===== config.mk =====
export PLATFORM = sky130hd
export DESIGN_NAME = clk_div_multi_flat
export DESIGN_NICKNAME = d
export VERILOG_FILES = /design/src/rtl/clk_div_pkg.sv /design/src/rtl/clk_div_multi_if.sv /design/src/rtl/clk_div_chan.sv /design/src/rtl/clk_div_multi.sv /design/src/flat_wrapper.sv
export SDC_FILE = /design/constraint.sdc
export NUM_CORES = 1
export LEC_CHECK = 0
export ABC_AREA = 1
export CORE_AREA = 3 3 121 170
export CTS_BUF_LIST = sky130_fd_sc_hd__clkbuf_8
export DETAILED_ROUTE_END_ITERATION = 10
export DIE_AREA = 0 0 124 173
export GPL_ROUTABILITY_DRIVEN = 0
export PLACE_DENSITY = 0.76
export SYNTH_ARGS = -nofsm -noshare
export SYNTH_HDL_FRONTEND = slang
export SYNTH_HIERARCHICAL = 1
export SYNTH_SLANG_ARGS = --single-unit

===== constraint.sdc =====
create_clock -name clk -period 2.4 [get_ports clk]
set_input_delay 0.24 -clock clk [delete_from_list [all_inputs] [get_ports clk]]
set_output_delay 0.24 -clock clk [all_outputs]
set_load 0.03 [all_outputs]

===== src/rtl/clk_div_pkg.sv =====
// clk_div_pkg: shared constants, lock FSM encoding and the ratio/high clamp
// helpers for the multi-channel clock divider.
// Optional feature macro used by the files importing this package:
//   CLK_DIV_PHASE_EN -- per-channel phase offset applied on reconfiguration.
package clk_div_pkg;

  localparam int unsigned DEF_CNT_W       = 8;
  localparam int unsigned DEF_LOCK_CYCLES = 16;

  // Lock FSM encoding
  localparam logic [1:0] ST_SETTLE  = 2'd0;
  localparam logic [1:0] ST_LOCKED  = 2'd1;
  localparam logic [1:0] ST_PENDING = 2'd2;

  // A ratio below 2 cannot produce both a high and a low cycle
  function automatic logic [31:0] clamp_ratio(input logic [31:0] ratio);
    return (ratio < 32'd2) ? 32'd2 : ratio;
  endfunction

  // High time must leave at least one high and one low cycle in the period
  function automatic logic [31:0] clamp_high(input logic [31:0] high,
                                             input logic [31:0] ratio);
    if (high == 32'd0)  return 32'd1;
    if (high >= ratio)  return ratio - 32'd1;
    return high;
  endfunction

endpackage


===== src/rtl/clk_div_multi_if.sv =====
// clk_div_multi_if: configuration handshake bundle for clk_div_multi.
//   cfg_valid/cfg_ready  request/accept handshake
//   cfg_ch               target channel
//   cfg_ratio/cfg_high   divide ratio and high cycles per period
//   cfg_phase            phase delay (only when CLK_DIV_PHASE_EN is defined)
// master = configuration requester, slave = divider.
interface clk_div_multi_if #(
  parameter int unsigned CH    = 4,
  parameter int unsigned CNT_W = 8
);
  localparam int unsigned CH_W = (CH > 1) ? $clog2(CH) : 1;

  logic             cfg_valid;
  logic             cfg_ready;
  logic [CH_W-1:0]  cfg_ch;
  logic [CNT_W-1:0] cfg_ratio;
  logic [CNT_W-1:0] cfg_high;
`ifdef CLK_DIV_PHASE_EN
  logic [CNT_W-1:0] cfg_phase;

  modport master (output cfg_valid, cfg_ch, cfg_ratio, cfg_high, cfg_phase,
                  input  cfg_ready);
  modport slave  (input  cfg_valid, cfg_ch, cfg_ratio, cfg_high, cfg_phase,
                  output cfg_ready);
`else
  modport master (output cfg_valid, cfg_ch, cfg_ratio, cfg_high,
                  input  cfg_ready);
  modport slave  (input  cfg_valid, cfg_ch, cfg_ratio, cfg_high,
                  output cfg_ready);
`endif

endinterface


===== src/rtl/clk_div_chan.sv =====
// clk_div_chan: one divider channel. Free-running counter 0..ratio-1,
// shadow registers loaded (clamped) on capture, and applied at the counter
// wrap while the top level has this channel pending.
//   clk, rst_n      clock, async active-low reset
//   cap             capture cap_ratio/cap_high(/cap_phase) into the shadow
//   pend            this channel has a pending configuration
//   clk_out/clk_en  registered divided clock and first-high-cycle strobe
//   wrap_c          counter is at its last count (combinational)
// With CLK_DIV_PHASE_EN the counter reloads (ratio - phase%ratio)%ratio on apply.
module clk_div_chan
  import clk_div_pkg::*;
#(
  parameter int unsigned CNT_W     = DEF_CNT_W,
  parameter int unsigned DEF_RATIO = 4,
  parameter int unsigned DEF_HIGH  = 2
) (
  input  logic             clk,
  input  logic             rst_n,
  input  logic             cap,
  input  logic [CNT_W-1:0] cap_ratio,
  input  logic [CNT_W-1:0] cap_high,
`ifdef CLK_DIV_PHASE_EN
  input  logic [CNT_W-1:0] cap_phase,
`endif
  input  logic             pend,
  output logic             clk_out,
  output logic             clk_en,
  output logic             wrap_c
);

  logic [CNT_W-1:0] cnt_q, cnt_d;
  logic [CNT_W-1:0] ratio_q, ratio_d;
  logic [CNT_W-1:0] high_q, high_d;
  logic [CNT_W-1:0] sh_ratio_q, sh_ratio_d;
  logic [CNT_W-1:0] sh_high_q, sh_high_d;
  logic [CNT_W-1:0] reload_c;
  logic [31:0]      cl_ratio_c;
  logic             clk_out_q, clk_out_d;
  logic             clk_en_q, clk_en_d;
  logic             apply_c;

  assign wrap_c     = (cnt_q == ratio_q - CNT_W'(1));
  assign apply_c    = pend & wrap_c;
  assign cl_ratio_c = clamp_ratio(32'(cap_ratio));

`ifdef CLK_DIV_PHASE_EN
  logic [CNT_W-1:0] sh_phase_q, sh_phase_d;

  // Starting below zero by phase%ratio delays the first rising edge by that much
  assign reload_c = (sh_ratio_q - (sh_phase_q % sh_ratio_q)) % sh_ratio_q;

  always_comb begin
    sh_phase_d = sh_phase_q;
    if (cap) sh_phase_d = cap_phase;
  end

  always_ff @(posedge clk or negedge rst_n) begin
    if (!rst_n) sh_phase_q <= '0;
    else        sh_phase_q <= sh_phase_d;
  end
`else
  assign reload_c = '0;
`endif

  // Counter, shadow capture and apply; outputs lag the counter by one cycle
  always_comb begin
    cnt_d      = cnt_q + CNT_W'(1);
    ratio_d    = ratio_q;
    high_d     = high_q;
    sh_ratio_d = sh_ratio_q;
    sh_high_d  = sh_high_q;
    if (wrap_c) cnt_d = '0;
    if (apply_c) begin
      ratio_d = sh_ratio_q;
      high_d  = sh_high_q;
      cnt_d   = reload_c;
    end
    if (cap) begin
      sh_ratio_d = CNT_W'(cl_ratio_c);
      sh_high_d  = CNT_W'(clamp_high(32'(cap_high), cl_ratio_c));
    end
    clk_out_d = (cnt_q < high_q);
    clk_en_d  = (cnt_q == '0);
  end

  always_ff @(posedge clk or negedge rst_n) begin
    if (!rst_n) begin
      cnt_q      <= '0;
      ratio_q    <= CNT_W'(DEF_RATIO);
      high_q     <= CNT_W'(DEF_HIGH);
      sh_ratio_q <= CNT_W'(DEF_RATIO);
      sh_high_q  <= CNT_W'(DEF_HIGH);
      clk_out_q  <= 1'b0;
      clk_en_q   <= 1'b0;
    end else begin
      cnt_q      <= cnt_d;
      ratio_q    <= ratio_d;
      high_q     <= high_d;
      sh_ratio_q <= sh_ratio_d;
      sh_high_q  <= sh_high_d;
      clk_out_q  <= clk_out_d;
      clk_en_q   <= clk_en_d;
    end
  end

  assign clk_out = clk_out_q;
  assign clk_en  = clk_en_q;

endmodule


===== src/rtl/clk_div_multi.sv =====
// clk_div_multi: CH-channel programmable clock divider with a shared
// configuration handshake and a lock flag.
//   clk, rst_n  system clock, async active-low reset
//   cfg         clk_div_multi_if.slave configuration handshake
//   clk_out     registered divided clocks, one per channel
//   clk_en      one-cycle strobe on the first high cycle of each clk_out
//   locked      all channels stable for LOCK_CYCLES
// Optional feature: CLK_DIV_PHASE_EN adds cfg_phase and phase-offset reload.
module clk_div_multi
  import clk_div_pkg::*;
#(
  parameter int unsigned CH          = 4,
  parameter int unsigned CNT_W       = DEF_CNT_W,
  parameter int unsigned DEF_RATIO   = 4,
  parameter int unsigned DEF_HIGH    = 2,
  parameter int unsigned LOCK_CYCLES = DEF_LOCK_CYCLES
) (
  input  logic                  clk,
  input  logic                  rst_n,
  clk_div_multi_if.slave        cfg,
  output logic [CH-1:0]         clk_out,
  output logic [CH-1:0]         clk_en,
  output logic                  locked
);

  localparam int unsigned CH_W     = (CH > 1) ? $clog2(CH) : 1;
  localparam int unsigned SETTLE_W = $clog2(LOCK_CYCLES + 1);

  logic [1:0]          state_q, state_d;
  logic [SETTLE_W-1:0] settle_q, settle_d;
  logic [CH_W-1:0]     pend_ch_q, pend_ch_d;
  logic                locked_q, locked_d;
  logic                cfg_ready_q, cfg_ready_d;
  logic                accept_c;
  logic [CH-1:0]       cap_c, pend_c, wrap_c;

  assign accept_c = cfg.cfg_valid & cfg_ready_q;

  // Per-channel capture strobe and pending select
  always_comb begin
    cap_c  = '0;
    pend_c = '0;
    for (int i = 0; i < CH; i++) begin
      cap_c[i]  = accept_c && (cfg.cfg_ch == CH_W'(i));
      pend_c[i] = (state_q == ST_PENDING) && (pend_ch_q == CH_W'(i));
    end
  end

  // Lock FSM; an accept for a non-existent channel is dropped
  always_comb begin
    state_d   = state_q;
    settle_d  = settle_q;
    pend_ch_d = pend_ch_q;
    case (state_q)
      ST_SETTLE: begin
        if (|cap_c) begin
          state_d   = ST_PENDING;
          pend_ch_d = cfg.cfg_ch;
        end else if (settle_q == SETTLE_W'(LOCK_CYCLES - 1)) begin
          state_d = ST_LOCKED;
        end else begin
          settle_d = settle_q + SETTLE_W'(1);
        end
      end
      ST_LOCKED: begin
        if (|cap_c) begin
          state_d   = ST_PENDING;
          pend_ch_d = cfg.cfg_ch;
        end
      end
      ST_PENDING: begin
        if (|(wrap_c & pend_c)) begin
          state_d  = ST_SETTLE;
          settle_d = '0;
        end
      end
      default: begin
        state_d  = ST_SETTLE;
        settle_d = '0;
      end
    endcase
    locked_d    = (state_d == ST_LOCKED);
    cfg_ready_d = (state_d != ST_PENDING);
  end

  always_ff @(posedge clk or negedge rst_n) begin
    if (!rst_n) begin
      state_q     <= ST_SETTLE;
      settle_q    <= '0;
      pend_ch_q   <= '0;
      locked_q    <= 1'b0;
      cfg_ready_q <= 1'b1;
    end else begin
      state_q     <= state_d;
      settle_q    <= settle_d;
      pend_ch_q   <= pend_ch_d;
      locked_q    <= locked_d;
      cfg_ready_q <= cfg_ready_d;
    end
  end

  assign locked        = locked_q;
  assign cfg.cfg_ready = cfg_ready_q;

  for (genvar g = 0; g < CH; g++) begin : g_chan
    clk_div_chan #(
      .CNT_W     (CNT_W),
      .DEF_RATIO (DEF_RATIO),
      .DEF_HIGH  (DEF_HIGH)
    ) u_chan (
      .clk       (clk),
      .rst_n     (rst_n),
      .cap       (cap_c[g]),
      .cap_ratio (cfg.cfg_ratio),
      .cap_high  (cfg.cfg_high),
`ifdef CLK_DIV_PHASE_EN
      .cap_phase (cfg.cfg_phase),
`endif
      .pend      (pend_c[g]),
      .clk_out   (clk_out[g]),
      .clk_en    (clk_en[g]),
      .wrap_c    (wrap_c[g])
    );
  end

endmodule

===== src/flat_wrapper.sv =====
// flat-port wrapper written by rule: the top's interface ports become plain ports
module clk_div_multi_flat import clk_div_pkg::*;
#(
  parameter int unsigned CH          = 4,
  parameter int unsigned CNT_W       = DEF_CNT_W,
  parameter int unsigned DEF_RATIO   = 4,
  parameter int unsigned DEF_HIGH    = 2,
  parameter int unsigned LOCK_CYCLES = DEF_LOCK_CYCLES
)
  (clk, rst_n, clk_out, clk_en, locked, cfg_cfg_valid, cfg_cfg_ch, cfg_cfg_ratio, cfg_cfg_high, cfg_cfg_ready);
  clk_div_multi_if #(.CH(CH), .CNT_W(CNT_W)) cfg_i ();
  input  logic clk;
  input  logic rst_n;
  output logic [CH-1:0] clk_out;
  output logic [CH-1:0] clk_en;
  output logic locked;
  input wire logic [$bits(cfg_i.cfg_valid)-1:0] cfg_cfg_valid;
  input wire logic [$bits(cfg_i.cfg_ch)-1:0] cfg_cfg_ch;
  input wire logic [$bits(cfg_i.cfg_ratio)-1:0] cfg_cfg_ratio;
  input wire logic [$bits(cfg_i.cfg_high)-1:0] cfg_cfg_high;
  output wire logic [$bits(cfg_i.cfg_ready)-1:0] cfg_cfg_ready;
  assign cfg_i.cfg_valid = cfg_cfg_valid;
  assign cfg_i.cfg_ch = cfg_cfg_ch;
  assign cfg_i.cfg_ratio = cfg_cfg_ratio;
  assign cfg_i.cfg_high = cfg_cfg_high;
  assign cfg_cfg_ready = cfg_i.cfg_ready;
  clk_div_multi #(.CH(CH), .CNT_W(CNT_W), .DEF_RATIO(DEF_RATIO), .DEF_HIGH(DEF_HIGH), .LOCK_CYCLES(LOCK_CYCLES)) u_core (.clk(clk), .rst_n(rst_n), .cfg(cfg_i), .clk_out(clk_out), .clk_en(clk_en), .locked(locked));
endmodule

==> flow_summary.toml, run 1 <==
[die]
row_count = 60
num_io_pins = 31
fp.dieH_um = 173
core_mm2 = 0.0192
die_area_mm2 = 0.0215
fp.dieW_um = 124
initial_core_util = 0.595

[sta]
tightest_slew_ns = 0.646
period_minus_slack_ns = 2.23
max_freq_mhz = 449
finalSetupTns_ns = 0
relSlewSlack = 0.569
slew_viol_final = 0
hold_viol_final = 0
finClkSkew_ns = 0.0220
min_period_over_period = 0.928
setup_viol = 0

[power]
leakagePower_nw = 6.92
totalPowerFinal_mw = 7.35
p_seq_frac = 0.530
p_int_mw = 4.98
power.density_mw_per_mm2 = 558
ir_drop_v = 0.000492
swShare = 0.323
p_clk_frac = 0.281
switchingPower_mw = 2.37
pwr-share-comb = 0.189

[drt]
drc = 0
drt-initial-drc-count = 452
first_pass_iters = 5
wire_per_inst_um = 13.9
dr_total_vias = 10200
wl_um = 26400
postRouteAntennaNets = 0
vias_per_cell = 5.36

[synth]
synth.top_cell.area_share = 0.355
yosysWarnings = 6
ys_seq_area_frac = 0.394
syn_avg_cell_area_um2 = 7.54
yosysTopAreaCell = "dfrtp_1"
synthTopCellsByArea = "dfrtp_1 35%, nand2_1 16%, ha_1 8.5%"
synthCells = 1515
ys_types = 38
syn_area_mm2 = 0.0114
synth_nets = 1614
synth_seq_cells = 179

[place]
portBuffers = 30
placedCellCount = 1862
place_area_mm2 = 0.0127
dp_hpwl_um = 20100

[clock_network]
cts_sinks = 179
clkLatencyLatePin_ns = 0.47
cts_buffers = 17
max-clock-path-buffers = 2
cts_root_buf = "clkbuf_8"
cts_tree = "yes"
htreeDepth = 4
clk_pin_slew_ns = 0.10

[cells_and_area]
syn_to_final_growth_pct = 15.3
mostFrequentLayoutCell = "nand2_1"
nFillCells = 1604
drive_gt1_frac = 0.137
final_area_mm2 = 0.0132
final_cells = 1899
final-seq-area_mm2 = 0.00450
n_antenna_cell = 0
mostFrequentLayoutCells = "474 x nand2_1, 181 x inv_1, 160 x dfrtp_1, 120 x nor2_1, 107 x buf_4"
finalNetCount = 1738
multiInputGateArea_mm2 = 0.00603

[setup_path]
start_kind = "input pin"
cpPeakStageDelay_ns = 0.47
crit_top_cell = "nand2_1"
cp_slowest_cell = "clkdlybuf4s50_1"
end_kind = "flop"
cp_num_buf_inv = 5
worstPathArrival_ns = 2.58
required_ns = 2.75
path_cells = "clkdlybuf4s50_1 -> buf_4 -> inv_1 -> nand2_1 -> nor2_1 -> nand3_1 -> inv_1 -> nor2_2 -> ha_1 -> o21ai_0 -> nand2_1 -> nand2_1 -> nand2_1 -> nand2_1 -> buf_4 -> nand3b_1 -> nand3_1 -> nand2_1"
path_max_fanout = 8
cpLargestDelayFamily = "simple AND/OR/NAND/NOR gates"
path_class = "input pin to flop"

[global_routing]
grtUsageTotal = 0.258
antenna_found_initial = 0
grt_max_degree = 61
grt_pass1_wl_um = 45300
gr-total-overflow = 0
grt_pass1_vias = 10100

[outcome]
status = "complete, no violations"

[flow_run]
cap_violations = 0

[hold_path]
hold_class = "input pin to flop"
path summary, 6_finish.rpt:
path,start,end,slack [ns],depth (start not counted)
max,cfg_cfg_ratio[5],u_core/g_chan[3].u_chan/sh_high_q[2],0.17,18
min,cfg_cfg_ratio[6],u_core/g_chan[1].u_chan/sh_ratio_q[6],0.21,3
max reg2reg,u_core/g_chan[2].u_chan/ratio_q[1],u_core/settle_q[1],0.22,17
min reg2reg,u_core/g_chan[0].u_chan/high_q[1],u_core/g_chan[0].u_chan/high_q[1],0.47,2
max in group asynchronous,rst_n,u_core/g_chan[0].u_chan/sh_ratio_q[2],1.33,3
min in group asynchronous,rst_n,u_core/g_chan[1].u_chan/clk_out,0.27,2
worst reg2reg max path, delay by kind of cell, from the launching register on:
kind / cells / cell delay [ns]
DFF: 1 / 0.40
adders and majority gates: 1 / 0.32
AOI/OAI and AO/OA: 1 / 0.13
buffers and inverters: 3 / 0.26
and+or+nand+nor: 12 / 0.98
cells in the mapped netlist, drive strengths merged:
master,number
o21ai,67
and2,4
clkbuf,16
nand4,78
nor4,11
o21a,2
buf,22
nand3b,19
a41oi,1
ha,78
nor3,19
xnor2,15
inv,189
o211ai,1
nand2,486
a21oi,40
dfstp,17
or2,7
dfrtp,162
nor2,137
nor3b,1
xor2,38
nand3,105
sequential cells by signal, indices dropped and copies added (netlist names):
register and count:
u_core/cfg.cfg_ready 1, u_core/g_chan.u_chan/clk_en 4, u_core/g_chan.u_chan/clk_out 4, u_core/g_chan.u_chan/cnt_q 32, u_core/g_chan.u_chan/high_q 32, u_core/g_chan.u_chan/ratio_q 32, u_core/g_chan.u_chan/sh_high_q 32, u_core/g_chan.u_chan/sh_ratio_q 32
u_core/locked 1, u_core/pend_ch_q 2, u_core/settle_q 5, u_core/state_q 2
power by group through the flow:
stage,Sequential (mW),Clock (mW),Combinational [mW]
floorplan,3.84,0,0.884
global placement,3.92,0,1.33
detailed placement,3.93,0,1.38
CTS,3.89,2.13,1.39
global route,3.95,2.25,1.61
finish,3.89,2.07,1.39
repair_timing:
| action | 4_1_cts | 5_1_grt |
|---|---|---|
| hold buffers | 1 | 0 |
| setup endpoints to repair | 0 | 14 |
| resized for setup | 0 | 13 |
| setup buffers | 0 | 5 |
| endpoints found under the hold margin | 46 | 0 |
per-layer routing:
| metal | GRT usage | part of all wire | vias up |
|---|---|---|---|
| met5 | 0 | 0 | - |
| met1 | 0.305 | 0.41 | 4770 |
| met3 | 0.0350 | 0.030 | 69 |
| met2 | 0.465 | 0.53 | 209 |
| li1 | - | - | 5135 |
| met4 | 0.101 | 0.033 | 0 |
final cells by class:
class | instances | share of cell area
Multi-Input combinational cell | 1109 | 0.458
Sequential cell | 179 | 0.342
Timing Repair Buffer | 143 | 0.0926
Inverter | 189 | 0.0538
Tap cell | 248 | 0.0235
Clock buffer | 17 | 0.0178
Clock inverter | 14 | 0.0126
per-stage QoR:
| step | util | worst slack, ns | hold slack (ns) |
|---|---|---|---|
| 2_1_floorplan | - | 0.362 | -0.0556 |
| 3_3_place_gp | 0.660 | -0.204 | 0.223 |
| 3_5_place_dp | 0.660 | -0.280 | 0.219 |
| 4_1_cts | 0.682 | 0.0784 | 0.262 |
| 5_1_grt | 0.686 | -0.00946 | 0.221 |
| 6_report | 0.686 | 0.173 | 0.214 |
kinds of logic after synthesis:
| kind of cell | count (synthesis) | synth area share |
|---|---|---|
| simple gates | 867 | 0.349 |
| buf+inv | 227 | 0.0814 |
| flops | 179 | 0.394 |
| compound gates | 111 | 0.0503 |
| fa+ha+maj | 78 | 0.0854 |
| xor+xnor | 53 | 0.0406 |
Power figures use the tool's default switching activity.
==> inputs of run 2 (changes only) <==
CORE_AREA = 3 3 139 195   (was 3 3 121 170)
CTS_BUF_LIST = unset   (was sky130_fd_sc_hd__clkbuf_8)
DIE_AREA = 0 0 142 198   (was 0 0 124 173)
PLACE_DENSITY = 0.6   (was 0.76)
==> run 2 against run 1 <==
  * Via count decreased by 1.3%
  * Non-clock buffer count grew 15
  * Hold slack better by 0.14 ns
  * Sequential power hardly changed
  * Critical path type is now flop to flop
  * Largest cell class unchanged
==> flow_summary.toml, run 2 (synthesis gave the netlist of run 1 again) <==
[sta]
relSlewSlack = 0.584
finalSetupTns_ns = 0
period_minus_slack_ns = 2.19
rsz0062_at_grt = "no"
finClkSkew_ns = 0.00829
min_period_over_period = 0.912
tightest_slew_ns = 0.624
hold_ws_ns = 0.355
max_freq_mhz = 457
slew_viol_final = 0
hold_viol_final = 0
setup_viol = 0

[die]
num_io_pins = 31
core_mm2 = 0.0255
initial_core_util = 0.449
row_count = 69
fp.dieH_um = 198
die_area_mm2 = 0.0281
fp.dieW_um = 142

[global_routing]
grt_pass1_wl_um = 47100
grt_max_degree = 61
antenna_found_initial = 0
gr-total-overflow = 0
grt_pass1_vias = 10100
grtUsageTotal = 0.205

[clock_network]
cts_buffers = 17
max-clock-path-buffers = 2
cts_root_buf = "clkbuf_16"
htreeDepth = 4
cts_sinks = 179
clk_pin_slew_ns = 0.07
cts_tree = "yes"
clkLatencyLatePin_ns = 0.44

[cells_and_area]
finalNetCount = 1753
n_antenna_cell = 0
mostFrequentLayoutCells = "472 x nand2_1, 180 x inv_1, 162 x dfrtp_1, 120 x nor2_1, 120 x buf_4"
mostFrequentLayoutCell = "nand2_1"
nFillCells = 2419
syn_to_final_growth_pct = 18.6
drive_gt1_frac = 0.144
final_area_mm2 = 0.0136
multiInputGateArea_mm2 = 0.00604
final-seq-area_mm2 = 0.00450

[flow_run]
cap_violations = 0

[hold_path]
hold_class = "input pin to async pin"

[drt]
dr_total_vias = 10000
drc = 0
postRouteAntennaNets = 0
first_pass_iters = 4
vias_per_cell = 5.06
wl_um = 27600
drt-initial-drc-count = 366
wire_per_inst_um = 13.9

[setup_path]
r2r_slack_ns = 0.21
rr_startpoint = "u_core/g_chan[2].u_chan/ratio_q[0]"
path_max_fanout = 7
required_ns = 2.73
ff2ff_path_depth = 17
path_class = "flop to flop"
start_kind = "flop"
worstReg2RegEnd = "u_core/settle_q[0]"
worstPathArrival_ns = 2.52
end_kind = "flop"

[power]
leakagePower_nw = 7.06
power.density_mw_per_mm2 = 590
ir_drop_v = 0.000489
totalPowerFinal_mw = 7.99

[place]
portBuffers = 30
dp_hpwl_um = 21200
place_area_mm2 = 0.0129

[outcome]
status = "complete, no violations"
[run 2: changes by cell type in the layout (fill, tap and decap cells not counted), sizes merged]
cell           delta
dlymetal6s2s      -2
clkinvlp          +2
clkdlybuf4s50     +2
clkbuf            +6
inv               -7
buf              +15
[run 2: layer usage]
metal	global-route usage	routed length, µm
met1	0.227	11500
met2	0.385	14700
met3	0.0312	536
met4	0.0843	823
met5	0	0
[run 2: layout make-up]
| class | count | area share |
|---|---|---|
| repair buffers | 158 | 0.0998 |
| clock inverters | 9 | 0.00591 |
| flip-flops and latches | 179 | 0.332 |
| inverters | 189 | 0.0523 |
| clock buffers | 23 | 0.0353 |
| well taps | 319 | 0.0294 |
| multi-input cells | 1109 | 0.445 |
[run 2: worst max-delay path, cell delays in order (launching register included)]
cell,delay [ns]
dfrtp_1,0.37
inv_2,0.07
ha_1,0.29
or2_2,0.10
nand3_1,0.09
a21oi_1,0.14
nand2_1,0.06
nor3_1,0.13
nand2_1,0.07
nor2_1,0.12
buf_4,0.15
nand3_1,0.08
nand2_1,0.07
inv_1,0.06
nand2_4,0.11
nand2_4,0.07
nand2_1,0.06
nand2_1,0.05
[run 2: metrics by stage]
stage | std cells | utilization | worst slack, ns
2_1_floorplan | 1515 | - | 0.362
3_3_place_gp | 1950 | 0.508 | -0.169
3_5_place_dp | 1950 | 0.508 | -0.307
4_1_cts | 1983 | 0.530 | 0.149
5_1_grt | 1986 | 0.532 | 0.00399
6_report | 1986 | 0.532 | 0.210
[run 2: how the worst max path moves through the flow]
stage,from,end,slack (ns),cells after the start
after floorplan,cfg_cfg_ratio[3],u_core/g_chan[1].u_chan/sh_high_q[6],0.36,17
after global placement,cfg_cfg_ratio[6],u_core/g_chan[3].u_chan/sh_high_q[3],-0.17,17
after detailed placement,cfg_cfg_ratio[4],u_core/g_chan[3].u_chan/sh_high_q[3],-0.31,18
after CTS,u_core/g_chan[0].u_chan/ratio_q[1],u_core/settle_q[0],0.15,16
after global routing,u_core/g_chan[0].u_chan/ratio_q[0],u_core/settle_q[2],0.004,16
final,u_core/g_chan[2].u_chan/ratio_q[0],u_core/settle_q[0],0.21,17
[run 2: report_power, final]
part / switching (mW) / leakage (nW) / internal, mW
Clock: 1.16 / 0.265 / 1.50
Sequential: 0.325 / 2.29 / 3.58
Combinational: 0.861 / 4.51 / 0.570
Total: 2.34 / 7.06 / 5.65
[run 2: what timing repair did]
item	in CTS	in global routing
endpoints found under the setup margin	0	15
hold buffers	1	0
gates resized for setup	0	11
hold endpoints to repair	54	0
setup buffers	0	3
